===== src/rtl/axi4_lite_ram_pkg.sv =====
// Shared types for the AXI4-Lite scratch RAM.
// Response codes and the two channel state machines.
package axi4_lite_pkg;

  typedef enum logic [1:0] {
    RESP_OKAY   = 2'b00,
    RESP_SLVERR = 2'b10
  } resp_t;

  typedef enum logic {
    W_IDLE,
    W_RESP
  } wr_state_t;

  typedef enum logic {
    R_IDLE,
    R_RESP
  } rd_state_t;

  function automatic logic [15:0] sat_add16(
    input logic [15:0] a,
    input logic [1:0]  inc
  );
    logic [16:0] sum;
    sum = {1'b0, a} + {15'd0, inc};
    return sum[16] ? 16'hFFFF : sum[15:0];
  endfunction

endpackage


===== src/rtl/axi4_lite_ram_array.sv =====
// Word storage with byte-lane writes and one registered read port.
// Only word 0 is touched by reset; the rest keep their contents.
module axi4_lite_ram_array #(
  parameter int          DATA_WIDTH  = 32,
  parameter int          DEPTH       = 64,
  parameter logic [31:0] RESET_WORD0 = 32'hDEADBEEF,
  localparam int         STRBW       = DATA_WIDTH / 8,
  localparam int         IDXW        = $clog2(DEPTH)
) (
  input  logic                  clk,
  input  logic                  reset,
  input  logic [STRBW-1:0]      wr_be,
  input  logic [IDXW-1:0]       wr_idx,
  input  logic [DATA_WIDTH-1:0] wr_data,
  input  logic                  rd_en,
  input  logic                  rd_zero,
  input  logic                  rd_clr,
  input  logic [IDXW-1:0]       rd_idx,
  output logic [DATA_WIDTH-1:0] rd_data
);

  logic [DATA_WIDTH-1:0] word0_q;
  logic [DATA_WIDTH-1:0] mem [DEPTH];
  logic [DATA_WIDTH-1:0] rd_q;
  logic [DATA_WIDTH-1:0] rd_d;
  logic [DATA_WIDTH-1:0] rd_word;

  always_ff @(posedge clk or posedge reset) begin
    if (reset) begin
      word0_q <= DATA_WIDTH'(RESET_WORD0);
    end else if (wr_idx == '0) begin
      for (int b = 0; b < STRBW; b++) begin
        if (wr_be[b]) word0_q[b*8 +: 8] <= wr_data[b*8 +: 8];
      end
    end
  end

  // Word 0 lives in its own register so the bulk array needs no reset.
  always_ff @(posedge clk) begin
    if (wr_idx != '0) begin
      for (int b = 0; b < STRBW; b++) begin
        if (wr_be[b]) mem[wr_idx][b*8 +: 8] <= wr_data[b*8 +: 8];
      end
    end
  end

  assign rd_word = (rd_idx == '0) ? word0_q : mem[rd_idx];

  always_comb begin
    rd_d = rd_q;
    if (rd_en) begin
      rd_d = rd_zero ? '0 : rd_word;
    end else if (rd_clr) begin
      rd_d = '0;
    end
  end

  always_ff @(posedge clk or posedge reset) begin
    if (reset) rd_q <= '0;
    else       rd_q <= rd_d;
  end

  assign rd_data = rd_q;

endmodule


===== src/rtl/axi4_lite_ram.sv =====
// AXI4-Lite slave RAM: decoupled AW/W capture, held B/R responses,
// out-of-range SLVERR and a saturating error counter.
module axi4_lite_ram
  import axi4_lite_pkg::*;
#(
  parameter int          ADDR_WIDTH  = 32,
  parameter int          DATA_WIDTH  = 32,
  parameter int          DEPTH       = 64,
  parameter logic [31:0] RESET_WORD0 = 32'hDEADBEEF,
  localparam int         STRBW       = DATA_WIDTH / 8
) (
  input  logic                  clk,
  input  logic                  reset,
  input  logic [ADDR_WIDTH-1:0] awaddr,
  input  logic                  awvalid,
  output logic                  awready,
  input  logic [DATA_WIDTH-1:0] wdata,
  input  logic [STRBW-1:0]      wstrb,
  input  logic                  wvalid,
  output logic                  wready,
  output logic [1:0]            bresp,
  output logic                  bvalid,
  input  logic                  bready,
  input  logic [ADDR_WIDTH-1:0] araddr,
  input  logic                  arvalid,
  output logic                  arready,
  output logic [DATA_WIDTH-1:0] rdata,
  output logic [1:0]            rresp,
  output logic                  rvalid,
  input  logic                  rready,
  output logic [15:0]           err_count
);

  localparam int OFS  = $clog2(STRBW);
  localparam int IDXW = $clog2(DEPTH);

  function automatic logic in_range(input logic [ADDR_WIDTH-1:0] a);
    return (a >> (OFS + IDXW)) == '0;
  endfunction

  wr_state_t w_state_q, w_state_d;
  rd_state_t r_state_q, r_state_d;

  logic                  rdy_q;
  logic                  aw_held_q, aw_held_d;
  logic [ADDR_WIDTH-1:0] awaddr_q, awaddr_d;
  logic                  w_held_q, w_held_d;
  logic [DATA_WIDTH-1:0] wdata_q, wdata_d;
  logic [STRBW-1:0]      wstrb_q, wstrb_d;
  logic                  bvalid_q, bvalid_d;
  resp_t                 bresp_q, bresp_d;
  logic                  rvalid_q, rvalid_d;
  resp_t                 rresp_q, rresp_d;
  logic [15:0]           err_q, err_d;

  logic                  aw_fire, w_fire, ar_fire;
  logic [ADDR_WIDTH-1:0] wr_addr_sel;
  logic [DATA_WIDTH-1:0] wr_data_sel;
  logic [STRBW-1:0]      wr_strb_sel;
  logic [STRBW-1:0]      mem_we;
  logic                  wr_err, rd_err;
  logic                  rd_en, rd_zero, rd_clr;

  // Readies come only from registers; rdy_q keeps them low through reset.
  assign awready = rdy_q && (w_state_q == W_IDLE) && !aw_held_q;
  assign wready  = rdy_q && (w_state_q == W_IDLE) && !w_held_q;
  assign arready = rdy_q && (r_state_q == R_IDLE);

  assign aw_fire = awvalid && awready;
  assign w_fire  = wvalid && wready;
  assign ar_fire = arvalid && arready;

  assign wr_addr_sel = aw_held_q ? awaddr_q : awaddr;
  assign wr_data_sel = w_held_q  ? wdata_q  : wdata;
  assign wr_strb_sel = w_held_q  ? wstrb_q  : wstrb;

  always_comb begin
    w_state_d = w_state_q;
    aw_held_d = aw_held_q;
    awaddr_d  = awaddr_q;
    w_held_d  = w_held_q;
    wdata_d   = wdata_q;
    wstrb_d   = wstrb_q;
    bvalid_d  = bvalid_q;
    bresp_d   = bresp_q;
    mem_we    = '0;
    wr_err    = 1'b0;
    unique case (w_state_q)
      W_IDLE: begin
        if ((aw_held_q || aw_fire) && (w_held_q || w_fire)) begin
          if (in_range(wr_addr_sel)) begin
            mem_we  = wr_strb_sel;
            bresp_d = RESP_OKAY;
          end else begin
            bresp_d = RESP_SLVERR;
            wr_err  = 1'b1;
          end
          bvalid_d  = 1'b1;
          aw_held_d = 1'b0;
          w_held_d  = 1'b0;
          w_state_d = W_RESP;
        end else begin
          if (aw_fire) begin
            aw_held_d = 1'b1;
            awaddr_d  = awaddr;
          end
          if (w_fire) begin
            w_held_d = 1'b1;
            wdata_d  = wdata;
            wstrb_d  = wstrb;
          end
        end
      end
      W_RESP: begin
        if (bready) begin
          bvalid_d  = 1'b0;
          w_state_d = W_IDLE;
        end
      end
      default: w_state_d = W_IDLE;
    endcase
  end

  always_comb begin
    r_state_d = r_state_q;
    rvalid_d  = rvalid_q;
    rresp_d   = rresp_q;
    rd_en     = 1'b0;
    rd_zero   = 1'b0;
    rd_clr    = 1'b0;
    rd_err    = 1'b0;
    unique case (r_state_q)
      R_IDLE: begin
        if (ar_fire) begin
          rd_en     = 1'b1;
          rd_zero   = !in_range(araddr);
          rd_err    = rd_zero;
          rresp_d   = rd_zero ? RESP_SLVERR : RESP_OKAY;
          rvalid_d  = 1'b1;
          r_state_d = R_RESP;
        end
      end
      R_RESP: begin
        if (rready) begin
          rvalid_d  = 1'b0;
          rd_clr    = 1'b1;
          r_state_d = R_IDLE;
        end
      end
      default: r_state_d = R_IDLE;
    endcase
  end

  always_comb begin
    err_d = sat_add16(err_q, {1'b0, wr_err} + {1'b0, rd_err});
  end

  always_ff @(posedge clk or posedge reset) begin
    if (reset) begin
      rdy_q     <= 1'b0;
      w_state_q <= W_IDLE;
      r_state_q <= R_IDLE;
      aw_held_q <= 1'b0;
      awaddr_q  <= '0;
      w_held_q  <= 1'b0;
      wdata_q   <= '0;
      wstrb_q   <= '0;
      bvalid_q  <= 1'b0;
      bresp_q   <= RESP_OKAY;
      rvalid_q  <= 1'b0;
      rresp_q   <= RESP_OKAY;
      err_q     <= '0;
    end else begin
      rdy_q     <= 1'b1;
      w_state_q <= w_state_d;
      r_state_q <= r_state_d;
      aw_held_q <= aw_held_d;
      awaddr_q  <= awaddr_d;
      w_held_q  <= w_held_d;
      wdata_q   <= wdata_d;
      wstrb_q   <= wstrb_d;
      bvalid_q  <= bvalid_d;
      bresp_q   <= bresp_d;
      rvalid_q  <= rvalid_d;
      rresp_q   <= rresp_d;
      err_q     <= err_d;
    end
  end

  axi4_lite_ram_array #(
    .DATA_WIDTH  (DATA_WIDTH),
    .DEPTH       (DEPTH),
    .RESET_WORD0 (RESET_WORD0)
  ) u_array (
    .clk     (clk),
    .reset   (reset),
    .wr_be   (mem_we),
    .wr_idx  (wr_addr_sel[OFS +: IDXW]),
    .wr_data (wr_data_sel),
    .rd_en   (rd_en),
    .rd_zero (rd_zero),
    .rd_clr  (rd_clr),
    .rd_idx  (araddr[OFS +: IDXW]),
    .rd_data (rdata)
  );

  assign bvalid    = bvalid_q;
  assign bresp     = bresp_q;
  assign rvalid    = rvalid_q;
  assign rresp     = rresp_q;
  assign err_count = err_q;

endmodule


===== config.mk =====
export PLATFORM = sky130hd
export DESIGN_NAME = axi4_lite_ram
export DESIGN_NICKNAME = d
export VERILOG_FILES = /design/src/rtl/axi4_lite_ram_pkg.sv /design/src/rtl/axi4_lite_ram_array.sv /design/src/rtl/axi4_lite_ram.sv
export SDC_FILE = /design/constraint.sdc
export NUM_CORES = 2
export LEC_CHECK = 0
export CAP_MARGIN = 20
export CORE_UTILIZATION = 60
export CTS_CLUSTER_DIAMETER = 200
export CTS_CLUSTER_SIZE = 12
export DETAILED_ROUTE_END_ITERATION = 10
export GPL_TIMING_DRIVEN = 0
export HOLD_SLACK_MARGIN = 0.15
export MAX_ROUTING_LAYER = met4
export PLACE_DENSITY_LB_ADDON = 0.3
export SLEW_MARGIN = 20
export SYNTH_ARGS = -nofsm -noshare
export SYNTH_HDL_FRONTEND = slang
export SYNTH_SLANG_ARGS = --single-unit

===== constraint.sdc =====
create_clock -name clk -period 7.35 [get_ports clk]
set_input_delay 1.8375 -clock clk [delete_from_list [all_inputs] [get_ports clk]]
set_output_delay 1.8375 -clock clk [all_outputs]
set_load 0.02 [all_outputs]

[Word level (Yosys, flattened, before mapping)]
Memories as Yosys holds them, arrays and structs flattened.
Index checks and enable logic that the tools add are counted.
Word-level totals
  memory bits (writable): 2048
  input port bits: 107
  logic and storage cells: 110
  bits in read-only memories: 0
  output and inout bits: 57
  memories: 1
  bits in registers: 159
  bits in latches: 0
Cells by class
  $mul: 0
  div/mod/pow operators: 0
  eq/ne operators: 4
  $add $sub $neg: 2
  shifts and indexed selects: 0
  muxes and demuxes: 49
  $lt $le $gt $ge: 0
  bitwise logic cells: 3
  reductions and logical operators: 33
Memories
  u_array.mem: words 64, width 32, rd ports 1, clocked after Yosys merged registers in 0, wr ports 1, RTL line axi4_lite_ram_array.sv:23  | logic [DATA_WIDTH-1:0] mem [DEPTH];
Operators by type and width (number)
  two-way mux 32 bit: 6
  zero test 32 bit: 2
  two-way mux 1 bit: 32
  AND reduction 2 bit: 10
  adder 16 x 2 -> 17 bit: 1
  two-way mux 16 bit: 1
  two-way mux 4 bit: 4
  zero test 6 bit: 2
  logical AND 1 bit: 8
  one-hot mux 1 bit (2 select lines): 4
  inequality test 2 bit, second input constant: 3
  AND reduction 3 bit: 2
  nonzero test 2 bit: 3
  nonzero test 6 bit: 1
  two-way mux 2 bit: 2
  zero test 1 bit: 3
  NOT 1 bit: 3
  adder 1 x 1 -> 2 bit: 1
  logical OR 1 bit: 2
  inequality test 2 x 1 -> 1 bit, second input constant: 1

[Logic depth before layout (Yosys ltp)]
  depth in word-level cells: 11
  gate-level depth with buffers: 14
  gate-level depth less buffers: 13

[Cells and area by module]
From an unflattened synthesis, not the netlist that was laid out.
Second synthesis, totals
  cell total of the unflattened synthesis: 4400
  area total of the unflattened synthesis: 86658.1 µm²
Modules (own cells, without submodules)
  axi4_lite_ram_array: instances 1, cells an instance 4053, area an instance 82227.6 µm²
  axi4_lite_ram: instances 1, cells an instance 347, area an instance 4430.5 µm²

[Worst setup path after synthesis]
OpenSTA, ideal clock, no wires.
  path kind: in2reg
  start point: input awaddr[14]
  end point: register err_q[0], in the netlist err_count[0]
  arrival time: 4.222 ns
  path buffers: 1
  required time: 7.220 ns
  setup slack: 2.998 ns
  cell stages on the path: 13
  cells stage by stage: or3_1 nor3_1 o22ai_1 nand2_1 fa_1 inv_1 ha_1 nand2_1 nor4_1 and3_1 nand3_1 clkbuf_1 nand2_1
Between the ends
  cells in the longest elaborated chain, start to end: 8
RTL lines
  start, declared: RTL line axi4_lite_ram.sv:14  | input logic [ADDR_WIDTH-1:0] awaddr,
  two-way mux 32 bit: RTL line axi4_lite_ram.sv:73  | assign wr_addr_sel = aw_held_q ? awaddr_q : awaddr;
  zero test 32 bit: RTL line axi4_lite_ram.sv:38  | return (a >> (OFS + IDXW)) == '0;
  two-way mux 1 bit: RTL line axi4_lite_ram.sv:91  | if (in_range(wr_addr_sel)) begin
  two-way mux 1 bit: RTL line axi4_lite_ram.sv:90  | if ((aw_held_q || aw_fire) && (w_held_q || w_fire)) begin
  two-way mux 1 bit: RTL line axi4_lite_ram.sv:88  | unique case (w_state_q)
  adder 1 x 1 -> 2 bit: RTL line axi4_lite_ram.sv:155  | err_d = sat_add16(err_q, {1'b0, wr_err} + {1'b0, rd_err});
  adder 16 x 2 -> 17 bit: RTL line axi4_lite_ram_pkg.sv:25  | sum = {1'b0, a} + {15'd0, inc};
  two-way mux 16 bit: RTL line axi4_lite_ram_pkg.sv:26  | return sum[16] ? 16'hFFFF : sum[15:0];
  net err_d[0]: RTL line axi4_lite_ram.sv:54  | logic [15:0] err_q, err_d;
  end signal, assigned: RTL line axi4_lite_ram.sv:186  | err_q <= err_d;
  end, declared: RTL line axi4_lite_ram.sv:54
The timed path passes the listed nets, and every way through them passes these cells.
A chain may end at the register's enable or synchronous reset.

[Worst setup path in the final report]
  start point: input awaddr[27]
  end point: memory u_array.mem[32][15] (enable)
Between the ends
  cells in the longest elaborated chain, start to end: 8
RTL lines
  two-way mux 32 bit: RTL line axi4_lite_ram.sv:73
  zero test 32 bit: RTL line axi4_lite_ram.sv:38
  two-way mux 4 bit: RTL line axi4_lite_ram.sv:91
  two-way mux 4 bit: RTL line axi4_lite_ram.sv:90
  two-way mux 4 bit: RTL line axi4_lite_ram.sv:88
  two-way mux 1 bit: RTL line axi4_lite_ram_array.sv:42  | if (wr_be[b]) mem[wr_idx][b*8 +: 8] <= wr_data[b*8 +: 8];
  two-way mux 1 bit: RTL line axi4_lite_ram_array.sv:40  | if (wr_idx != '0) begin
  two-way mux 1 bit (implied by the code): RTL line axi4_lite_ram_array.sv:42
  end, declared: RTL line axi4_lite_ram_array.sv:23
No other way between the ends.

==> reports/qor.yml <==
outcome:
  status: "finished with violations"
  failed_checks: "design-rule violations"
grt:
  grt_util_met3: 0.0646
  grt_pass1_vias: 46800
  grt-busiest-layer: "met2"
  grt_pass1_wl_mm: 323
  antenna_found_initial: 10
  grt_usage: 0.321
  grt.met1_usage: 0.410
  grt-ovfl-total: 0
  groute.layer.met2.usage: 0.500
  grt_start_max_net_pins: 97
sta:
  fin_skew_ns: 0.0341
  max_slew.worst_pin.slew_ns: 1.27
  rsz0062_at_grt: "no"
  max_slew_margin: 0.149
  period_minus_slack_ns: 5.45
  fin_setup_tns_ns: 0
  setup_violations: 0
  slew_viol_final: 0
  hold_violations: 0
  max_freq_mhz: 184
  fin_crit_sh: 0.741
synth:
  synth_cell_types: 56
  syn-mean-instance-area_sq_um: 17.9
  yosysWarningCount: 0
  syn_inst: 4864
  yosys_register_bits: 2203
  synthArstFlopShare: 0.0704
  netlist_area_sq_um: 87300
  synth-main-ff-cell: "edfxtp_1"
  synth_top_area_share: 0.705
  synthTopCellsByArea: "edfxtp_1, mux2i_1, mux4_2"
  synth_edf_count: 2048
  ys_seq_area_frac: 0.749
  netlist.top_cell.by_area: "edfxtp_1"
flow_run:
  drv_cap: 0
worst_setup_path:
  r2r_start: "aw_held_q"
  cp_cell_sequence: "clkdlybuf4s50_1, or4_1, nor4_2, o21a_1, clkbuf_1, o2111ai_1, clkbuf_1, nor2_1"
  cpMaxStageDelayCell: "nor2_1"
  r2r_end: "u_array.mem[32][15]"
  worst_setup_path_start_kind: "primary input"
  cp_max_fo: 10
  setup.worst_path.start: "awaddr[27]"
  crit_type: "primary input to flip-flop"
  crit_arrival_ns: 5.91
  worst_r2r_path_depth: 8
  cp.required_ns: 7.82
  max_stage_delay_ns: 0.87
  crit_path_end: "u_array.mem[32][15]"
  r2r_setup_slack_ns: 2.84
  crit_path_end_kind: "flip-flop"
  cp_common_cell: "clkbuf_1"
power:
  finalPower_w: 0.0296
  leakage_nw: 32.7
  vdd_drop_max_mv: 0.411
  power_density_nw_per_um2: 303
place:
  gp_congestion: 0.977
  port_buffers: 154
  dpl.hpwl_mm: 159
  placed_area_sq_um: 91500
  placedCellCount: 6960
routing:
  routed_wl_mm: 228
  drt_first_pass_iters: 9
  ant_nets: 0
  via_per_inst: 6.48
  drcViolationCount: 2
  wl_per_cell_um: 31.2
  vias: 47500
  drtIter0Drc: 6022
cts:
  cts.path.max_buffers: 3
  clock_latency_ns: 0.86
  cts_sinks: 2203
  numCtsBuffers: 201
  cts_max_level: 4
  cts-root-buf: "clkbuf_16"
  holdBufCountCts: 0
  post-cts-setup-buffers: 0
  cts_tree: "done"
  cts_resized: 0
  cts.clk_slew.worst_paths_ns: 0.06
finish:
  area_growth_pct: 11.7
  fin_area_sq_um: 97500
  layout.cells.most_common_list: "edfxtp_1, mux2i_1, nor2_1"
  drive_above_1_share: 0.144
  fin_nets: 5369
  layout_commonest_cell: "edfxtp_1"
  final_cells: 7328
floorplan:
  die_area_sq_um: 147000
  rows: 139
  start_util: 0.606
  fp.dieW_um: 383
  die_y_um: 383
  io_pins: 164
  core_sq_um: 144000
hold_path:
  worstHoldStart: "awaddr_q[22]"
  hold_path_class: "flip-flop to flip-flop"
## layout make-up
class / count / area, sq um
clock buffers: 355 / 5760
well taps: 1903 / 2380
clock inverters: 8 / 91.3
repair buffers: 160 / 1630
flip-flops and latches: 2203 / 65400
multi-input cells: 2401 / 20900
fillers: 9343 / 46500
plain buffers: 280 / 1180
diodes: 5 / 12.5
inverters: 13 / 56.3
## kinds of logic (layout without fill, tap and decap cells)
kind of cell	after synthesis	in the layout	synth area share
AOI/OAI and AO/OA	455	455	0.0349
xor gates and xnor gates	9	9	0.000903
adders and majority gates	2	2	0.000373
buffers and inverters	293	816	0.0139
DFF	2203	2203	0.749
muxes	1033	1033	0.158
other	2	40	0.0000861
and+or+nand+nor	867	867	0.0426
## metal layers
layer  up-vias  wire [um]  part of all wire
met2      2892     110000              0.48
met3       504      23800              0.10
li1      20000          -                 -
met5         -          0                 0
met4         0      11900             0.052
met1     24100      82200              0.36
## registers in the layout, summed over array words and instances, names as in the netlist, 4 cells and up
register,cells
awaddr_q,30
u_array.word0_q,32
err_count,16
u_array.mem,2048
u_array.rd_data,32
wdata_q,32
wstrb_q,4
## how the worst min path moves through the flow
| stage | endpoint | slack [ns] | cells after the start |
|---|---|---|---|
| floorplan | u_array.word0_q[24] | 0.46 | 1 |
| global placement | u_array.word0_q[24] | 0.47 | 1 |
| detailed placement | awaddr_q[22] | 0.48 | 1 |
| CTS | u_array.word0_q[24] | 0.50 | 1 |
| global route | awaddr_q[22] | 0.51 | 1 |
| finish | awaddr_q[22] | 0.50 | 1 |
## per-stage QoR
| stage | hold slack (ns) | setup WS, ns | utilization |
|---|---|---|---|
| after floorplan | 0.459 | 1.37 | - |
| after global placement | 0.473 | -1.63 | 0.634 |
| after detailed placement | 0.484 | 1.20 | 0.636 |
| after CTS | 0.497 | 2.02 | 0.676 |
| after global routing | 0.512 | 1.86 | 0.677 |
| final | 0.495 | 1.90 | 0.677 |
## cell usage after synthesis (all sizes together) (4+ instances only)
| master | instances |
|---|---|
| edfxtp | 2048 |
| mux2i | 612 |
| nor2 | 346 |
| nand2 | 281 |
| mux4 | 258 |
| a21oi | 164 |
| mux2 | 163 |
| clkbuf | 153 |
| nand3 | 137 |
| dfrtp | 131 |
| a22oi | 128 |
| buf | 127 |
| o21ai | 38 |
| a31oi | 34 |
| nand4 | 33 |
| o31a | 32 |
| a22o | 31 |
| dfstp | 24 |
| nor4 | 16 |
| inv | 13 |
| nor2b | 11 |
| nor3 | 10 |
| o2111ai | 6 |
| or3 | 6 |
| o21a | 5 |
| xor2 | 5 |
| a2111oi | 4 |
| and3 | 4 |
| nand2b | 4 |
| nand3b | 4 |
| xnor2 | 4 |
## worst max-delay path, delay by kind of cell
kind | cells | cell delay, ns
simple gates | 3 | 1.91
compound gates | 2 | 0.84
buf+inv | 3 | 1.30
## power by group
part | switching [W] | total [W] | internal, W
sequential | 0.000151 | 0.0159 | 0.0158
clock | 0.00441 | 0.00966 | 0.00526
combinational | 0.00312 | 0.00398 | 0.000857
total | 0.00768 | 0.0296 | 0.0219
Note: power is estimated with default switching activity, not from simulation.
